## src/rtl/pipeline_ctrl.sv

```systemverilog
// Pipeline hazard and memory-wait controller for a five-stage in-order core.
// Produces stage load enables, flushes, the data-memory request, ALU operand
// forwarding selects and a stalled-cycle performance counter.
// Optional feature: define FORWARDING_EN to enable operand forwarding.
// When it is defined, only load-use hazards stall.
// When it is undefined, every decode-stage dependency on the execute or
// memory stage stalls, and fwd_a/fwd_b are tied to 00.
module pipeline_ctrl (
  input  logic        clk,
  input  logic        reset,
  input  logic [4:0]  d_rs1,
  input  logic [4:0]  d_rs2,
  input  logic [4:0]  e_rs1,
  input  logic [4:0]  e_rs2,
  input  logic [4:0]  e_rd,
  input  logic        e_reg_write,
  input  logic        e_mem_read,
  input  logic        e_branch_taken,
  input  logic [4:0]  m_rd,
  input  logic        m_reg_write,
  input  logic        m_mem_access,
  input  logic [4:0]  w_rd,
  input  logic        w_reg_write,
  input  logic        dmem_ack,
  input  logic        stall_clr,
  output logic        dmem_req,
  output logic        f_en,
  output logic        d_en,
  output logic        e_en,
  output logic        m_en,
  output logic        fd_flush,
  output logic        de_flush,
  output logic [1:0]  fwd_a,
  output logic [1:0]  fwd_b,
  output logic [15:0] stall_cycles
);

  typedef enum logic [0:0] {StRun, StMemWait} state_t;

  state_t      state_q, state_d;
  logic [15:0] stall_q;

  // A source hits a destination only if the register is written and is not x0.
  function automatic logic hit(input logic [4:0] src, input logic [4:0] dst,
                               input logic we);
    return we && (src != 5'd0) && (src == dst);
  endfunction

  logic freeze;
  logic load_use;
  logic stall_hz;
  logic [1:0] fwd_a_c;
  logic [1:0] fwd_b_c;

  assign freeze   = m_mem_access && !dmem_ack;
  assign load_use = e_mem_read && e_reg_write &&
                    (hit(d_rs1, e_rd, 1'b1) || hit(d_rs2, e_rd, 1'b1));

`ifdef FORWARDING_EN
  // Memory stage is the younger result, so it wins over writeback.
  assign fwd_a_c  = hit(e_rs1, m_rd, m_reg_write) ? 2'b10 :
                    hit(e_rs1, w_rd, w_reg_write) ? 2'b01 : 2'b00;
  assign fwd_b_c  = hit(e_rs2, m_rd, m_reg_write) ? 2'b10 :
                    hit(e_rs2, w_rd, w_reg_write) ? 2'b01 : 2'b00;
  assign stall_hz = load_use;
`else
  // Writeback needs no stall: the register file writes before it is read.
  logic unused_fwd;
  assign unused_fwd = ^{e_rs1, e_rs2, w_rd, w_reg_write};
  assign fwd_a_c    = 2'b00;
  assign fwd_b_c    = 2'b00;
  assign stall_hz   = load_use ||
                      hit(d_rs1, e_rd, e_reg_write) || hit(d_rs2, e_rd, e_reg_write) ||
                      hit(d_rs1, m_rd, m_reg_write) || hit(d_rs2, m_rd, m_reg_write);
`endif

  // State register; reset aborts any outstanding memory wait.
  always_ff @(posedge clk or posedge reset) begin
    if (reset) begin
      state_q <= StRun;
    end else begin
      state_q <= state_d;
    end
  end

  // Next state plus all combinational control outputs, in priority order:
  // freeze, taken branch, hazard stall, normal flow.
  always_comb begin
    state_d  = state_q;
    dmem_req = 1'b0;
    f_en     = 1'b0;
    d_en     = 1'b0;
    e_en     = 1'b0;
    m_en     = 1'b0;
    fd_flush = 1'b0;
    de_flush = 1'b0;
    fwd_a    = 2'b00;
    fwd_b    = 2'b00;

    case (state_q)
      StRun:     if (freeze)   state_d = StMemWait;
      StMemWait: if (dmem_ack) state_d = StRun;
      default:   state_d = StRun;
    endcase

    if (!reset) begin
      dmem_req = (state_q == StMemWait) || m_mem_access;
      fwd_a    = fwd_a_c;
      fwd_b    = fwd_b_c;
      if (freeze) begin
        // Whole pipe holds; outputs already at their frozen defaults.
      end else if (e_branch_taken) begin
        f_en     = 1'b1;
        d_en     = 1'b1;
        e_en     = 1'b1;
        m_en     = 1'b1;
        fd_flush = 1'b1;
        de_flush = 1'b1;
      end else if (stall_hz) begin
        // Hold fetch/decode and inject a bubble into execute.
        e_en     = 1'b1;
        m_en     = 1'b1;
        de_flush = 1'b1;
      end else begin
        f_en = 1'b1;
        d_en = 1'b1;
        e_en = 1'b1;
        m_en = 1'b1;
      end
    end
  end

  // Saturating count of cycles with fetch held; clear wins over increment.
  always_ff @(posedge clk or posedge reset) begin
    if (reset) begin
      stall_q <= 16'd0;
    end else if (stall_clr) begin
      stall_q <= 16'd0;
    end else if (!f_en && (stall_q != 16'hFFFF)) begin
      stall_q <= stall_q + 16'd1;
    end
  end

  assign stall_cycles = stall_q;

endmodule

```

## config.mk

```make
export PLATFORM = sky130hd
export DESIGN_NAME = pipeline_ctrl
export DESIGN_NICKNAME = d
export VERILOG_FILES = /design/src/rtl/pipeline_ctrl.sv
export SDC_FILE = /design/constraint.sdc
export NUM_CORES = 1
export LEC_CHECK = 0
export ABC_AREA = 1
export BUFFER_PORTS_ARGS = -buffer_cell sky130_fd_sc_hd__buf_2
export CORE_AREA = 2 2 56 71
export CTS_CLUSTER_DIAMETER = 120
export DETAILED_ROUTE_END_ITERATION = 10
export DIE_AREA = 0 0 58 73
export GPL_ROUTABILITY_DRIVEN = 0
export PLACE_DENSITY = 0.83
export SYNTH_ARGS = -nofsm -noshare
export SYNTH_HDL_FRONTEND = slang
export SYNTH_SLANG_ARGS = --single-unit
```

## constraint.sdc

```tcl
create_clock -name clk -period 1.9 [get_ports clk]
set_input_delay 0.38 -clock clk [delete_from_list [all_inputs] [get_ports clk]]
set_output_delay 0.38 -clock clk [all_outputs]
set_load 0.1 [all_outputs]
```

==> flow_metrics.tcl, run 1 <==
set metrics [dict create \
    run_status "finished, final reports clean" \
    ys_types 30 \
    syn-cell-area_sq_um 1640 \
    place_hpwl_mm 3.04 \
    vias 1646 \
    die_area_sq_um 4230 \
    io_buffers 50 \
    synthCells 243 \
    synth-edff-count 0 \
    dp_slack_ns 0.0378 \
    wl_per_cell_microns 11.6 \
    slew_viol_final 0 \
    p_per_area_nw_per_um2 526 \
    fp.dieH_microns 73 \
    min_period_ns 1.83 \
    hold_viol 0 \
    fin_crit_sh 0.965 \
    dr.pass1.iters 4 \
    hold_path_class "in2async" \
    cts_buffers 3 \
    fin_tns_setup_ns 0 \
    synth_top_area_frac 0.259 \
    htreeDepth 1 \
    fin_ws_ns 0.0658 \
    grt_pass1_wl_mm 6.58 \
    synthTopCellsByArea "dfrtp_1 (26%), nand2_1 (13%), nor2_1 (8.0%)" \
    critPathArrivalTime_ns 1.45 \
    start_kind "input port" \
    vias_per_cell 4.93 \
    grt_max_degree 18 \
    worstSetupEndpointType "primary output" \
    num_rows 25 \
    cts-root-buf "clkbuf_8" \
    dp_cells 329 \
    core-area_sq_um 3630 \
    vdd_ir_drop_max_mv 0.427 \
    die_w_microns 58 \
    ctsHoldBuffers 0 \
    grt.total_usage 0.196 \
    yosysSeqAreaShare 0.259 \
    synthTopCellsByCount "nand2_1 (55), nor2_1 (35), inv_1 (26)" \
    setup_viol 0 \
    synth_ff_type "dfrtp_1" \
    required_ns 1.52 \
    syn_to_final_growth_pct 28.1 \
    maxCapViolations 0 \
    routed_wl_mm 3.88 \
    drc_errors 0 \
    rsz0062_at_grt "false" \
    ys_seq_elements 17 \
    clock_skew_ns 0.00212 \
    yosysTopAreaCell "dfrtp_1" \
    async_flop_share 1.00 \
    ios 72 \
    layout.cells.non_filler 334 \
    clk_pin_slew_ns 0.07 \
    syn_avg_cell_area_sq_um 6.76 \
    drt_iter0_drc 89 \
    numClockSinks 17 \
    grt_pass1_vias 1603 \
    critPathKind "in2out" \
    antenna_left 0 \
    drive_above_1_share 0.367 \
    antenna_found_initial 0 \
    cts_tree "built" \
    start_util 0.452 \
    p_leak_nw 1.11 \
    antenna_cells 0 \
    clockBufferDepth 2 \
    synth_most_common_cell "nand2_1" \
    yosysWarnings 0 \
    crit_fanout 3 \
    max_freq_mhz 545 \
    fin_nets 341 \
    worstSkewPairLatency_ns 0.25 \
    grt-ovfl-total 0 \
]
layer usage:
metal  wire (microns)  vias up  global-route usage  part of all wire
met5                0        -                   0                 0
met4               84        0              0.0827             0.022
met3              155        8              0.0230             0.040
met2             2150       54               0.384              0.56
met1             1490      740               0.204              0.38
li1                 -      844                   -                 -
area by class of cell:
cell class | instances | area, sq um
Clock buffer | 4 | 45.0
Fill cell | 333 | 1530
Timing Repair Buffer | 55 | 348
Multi-Input combinational cell | 187 | 1110
Tap cell | 40 | 50.0
Sequential cell | 17 | 428
Inverter | 31 | 124
worst paths after layout:
kind,startpoint,endpoint,slack [ns],depth (start not counted)
hold / removal,reset,stall_cycles[0],0.21,3
min in group clk,dmem_ack,state_q,0.33,2
setup reg to reg,stall_cycles[0],stall_cycles[0],0.18,10
setup / recovery,d_rs1[2],d_en,0.07,11
max in group asynchronous,reset,stall_cycles[1],1.48,3
hold reg to reg,stall_cycles[1],stall_cycles[1],0.55,2
critical path, cell delays in order:
cell	delay, ns
buf_2	0.13
nor2_1	0.14
nand3_2	0.10
nand2_1	0.07
inv_1	0.04
nand3_1	0.05
nand2_1	0.06
nand2_2	0.11
nand3_4	0.10
nand2_8	0.10
buf_12	0.17
layout by cell type, fill, tap and decap left out, types with 4 or more instances in the layout:
master	n
nand2_2	18
buf_4	5
dfrtp_1	15
buf_12	4
buf_2	46
nor2_2	7
nand3_1	23
conb_1	4
nor3_1	6
xnor2_1	8
nor2_1	29
xor2_1	15
nand2_1	54
inv_1	23
inv_2	5
where the power goes:
group / switching (mW) / total (mW) / internal (mW)
registers: 0.0103 / 0.382 / 0.372
clock network: 0.127 / 0.276 / 0.149
logic: 0.322 / 0.449 / 0.127
state kept, by name, indices dropped and copies added, names as in the netlist:
signal,flops
state_q,1
stall_cycles,16
stage by stage:
step / cell area [sq um] / hold WS [ns] / power, mW / util
6_report: 2100 / 0.211 / 1.11 / 0.580
5_1_grt: 2100 / 0.231 / 1.16 / 0.580
4_1_cts: 2060 / 0.219 / 1.10 / 0.568
3_5_place_dp: 2010 / 0.496 / 0.826 / 0.555
3_3_place_gp: 2010 / 0.484 / 0.817 / 0.555
2_1_floorplan: 1720 / 0.229 / 0.728 / -
cell families after synthesis:
logic type | Yosys count | share of synthesized area
simple gates | 153 | 0.463
buf+inv | 42 | 0.122
xor+xnor | 25 | 0.133
flops | 17 | 0.259
compound gates | 4 | 0.0130
fa+ha+maj | 1 | 0.00762
other cells | 1 | 0.00228
repair_timing:
action	4_1_cts	5_1_grt
resized for setup	0	8
endpoints found under the setup margin	0	3
setup buffers	0	1
(Power assumes the default switching activity.)
==> run 2: changes to the inputs <==
CTS_CLUSTER_SIZE = 30   (was not set)
clock period = 1.99 ns   (was 1.9 ns; I/O delays follow)
==> flow_metrics.tcl, run 2 (synthesis gave the netlist of run 1 again) <==
set metrics [dict create \
    switching_share 0.416 \
    die_area_sq_um 4230 \
    final_common_cell "nand2_1" \
    combPwrFrac 0.394 \
    worst-r2r-setup-slack_ns 0.25 \
    clk_pin_slew_ns 0.07 \
    power_frac_clock 0.258 \
    highest_layer "met4" \
    place_hpwl_mm 3.01 \
    layout.cells.non_filler 333 \
    crit_fanout 3 \
    worstSkewPairLatency_ns 0.26 \
    num_rows 25 \
    fin_nets 340 \
    vdd_ir_drop_max_mv 0.563 \
    switching_power_uw 436 \
    grt.total_usage 0.198 \
    dr.pass1.iters 4 \
    clock_skew_ns 0.00151 \
    antenna_cells 0 \
    vias 1614 \
    ctsHoldBuffers 0 \
    rsz0062_at_grt "true" \
    start_kind "input port" \
    max_freq_mhz 522 \
    wl_per_cell_microns 11.4 \
    fin_crit_sh 0.963 \
    dp_cells 329 \
    p_per_area_nw_per_um2 507 \
    critPathKind "in2out" \
    clockBufferDepth 2 \
    io_buffers 50 \
    dr_wl_met3_microns 142 \
    rr_startpoint "stall_cycles[0]" \
    ios 72 \
    slew_viol_final 0 \
    hold_path_class "in2async" \
    drt-met1-wl_mm 1.47 \
    core-area_sq_um 3630 \
    drive_above_1_share 0.348 \
    start_util 0.452 \
    maxCapViolations 0 \
    setup_viol 0 \
    vias_per_cell 4.85 \
    critPathArrivalTime_ns 1.52 \
    internal-power_uw 611 \
    grt_pass1_wl_mm 6.58 \
    cts_tree "built" \
    htreeDepth 1 \
    r2r-end "stall_cycles[12]" \
    cts_buffers 3 \
    fp.dieH_microns 73 \
    final_cell_mix "nand2_1 (54), buf_2 (46), nor2_1 (33)" \
    run_status "finished, final reports clean" \
    r2r_cells 10 \
    cts-root-buf "clkbuf_8" \
    drt_iter0_drc 42 \
    required_ns 1.59 \
    worstSetupEndpointType "primary output" \
    grt-ovfl-total 0 \
    p_leak_nw 1.10 \
    grt_pass1_vias 1600 \
    total_power_mw 1.05 \
    routed_wl_mm 3.80 \
    num-fill-cells 338 \
    hold_viol 0 \
    antenna_found_initial 0 \
    die_w_microns 58 \
    antenna_left 0 \
    largest_register_ffs 16 \
    route.met2.wl_mm 2.08 \
    postCtsSetupBuffers 0 \
    min_period_ns 1.92 \
    syn_to_final_growth_pct 25.9 \
    grt_max_degree 18 \
    drc_errors 0 \
    p_seq_frac 0.348 \
    numClockSinks 17 \
]
==> run 2: per-stage QoR <==
stage                     worst slack (ns)  setup TNS, ns  cell area [sq um]  hold WS, ns   util
after floorplan                     -0.435          -4.64               1730        0.247      -
after global placement               0.136              0               2020        0.501  0.557
after detailed placement            0.0717              0               2020        0.508  0.557
after CTS                           0.0686              0               2060        0.228  0.569
after global routing              -0.00666       -0.00666               2070        0.237  0.570
final                               0.0734              0               2070        0.219  0.570
==> run 2: worst max-delay path by stage <==
stage / start / cells past startpoint / to
after floorplan: reset / 6 / f_en
after global placement: d_rs1[0] / 11 / d_en
after detailed placement: d_rs2[0] / 11 / f_en
after CTS: d_rs2[0] / 11 / f_en
after global routing: d_rs2[0] / 10 / de_flush
final: d_rs1[3] / 9 / de_flush
==> run 2: cell type report <==
type	count	area, sq um	area share
multi-input cells	187	1080	0.522
flip-flops and latches	17	428	0.207
repair buffers	54	340	0.165
inverters	31	124	0.0599
well taps	40	50.0	0.0242
clock buffers	4	45.0	0.0218
==> run 2: layer usage <==
layer / global-route usage / vias up
met4: 0.103 / 0
met1: 0.204 / 713
met3: 0.0248 / 12
li1: - / 843
met2: 0.380 / 46
met5: 0 / -
==> run 2: power groups by stage <==
stage	Clock, mW	Sequential [mW]	Combinational [mW]
floorplan	0	0.422	0.274
global placement	0	0.371	0.409
detailed placement	0	0.371	0.415
CTS	0.275	0.364	0.415
global route	0.290	0.366	0.440
finish	0.270	0.364	0.413
==> run 2: critical path: stages <==
cell     delay (ns)
buf_2          0.12
xnor2_1        0.16
nand2_1        0.07
nor2_1         0.13
nand2_1        0.08
nand2_1        0.08
nand2_2        0.08
a31oi_2        0.19
buf_12         0.21
==> run 2: repair_timing <==
action / CTS / global route
endpoints found under the setup margin: 0 / 3
hold endpoints to repair: 0 / 0
resized for setup: 0 / 1
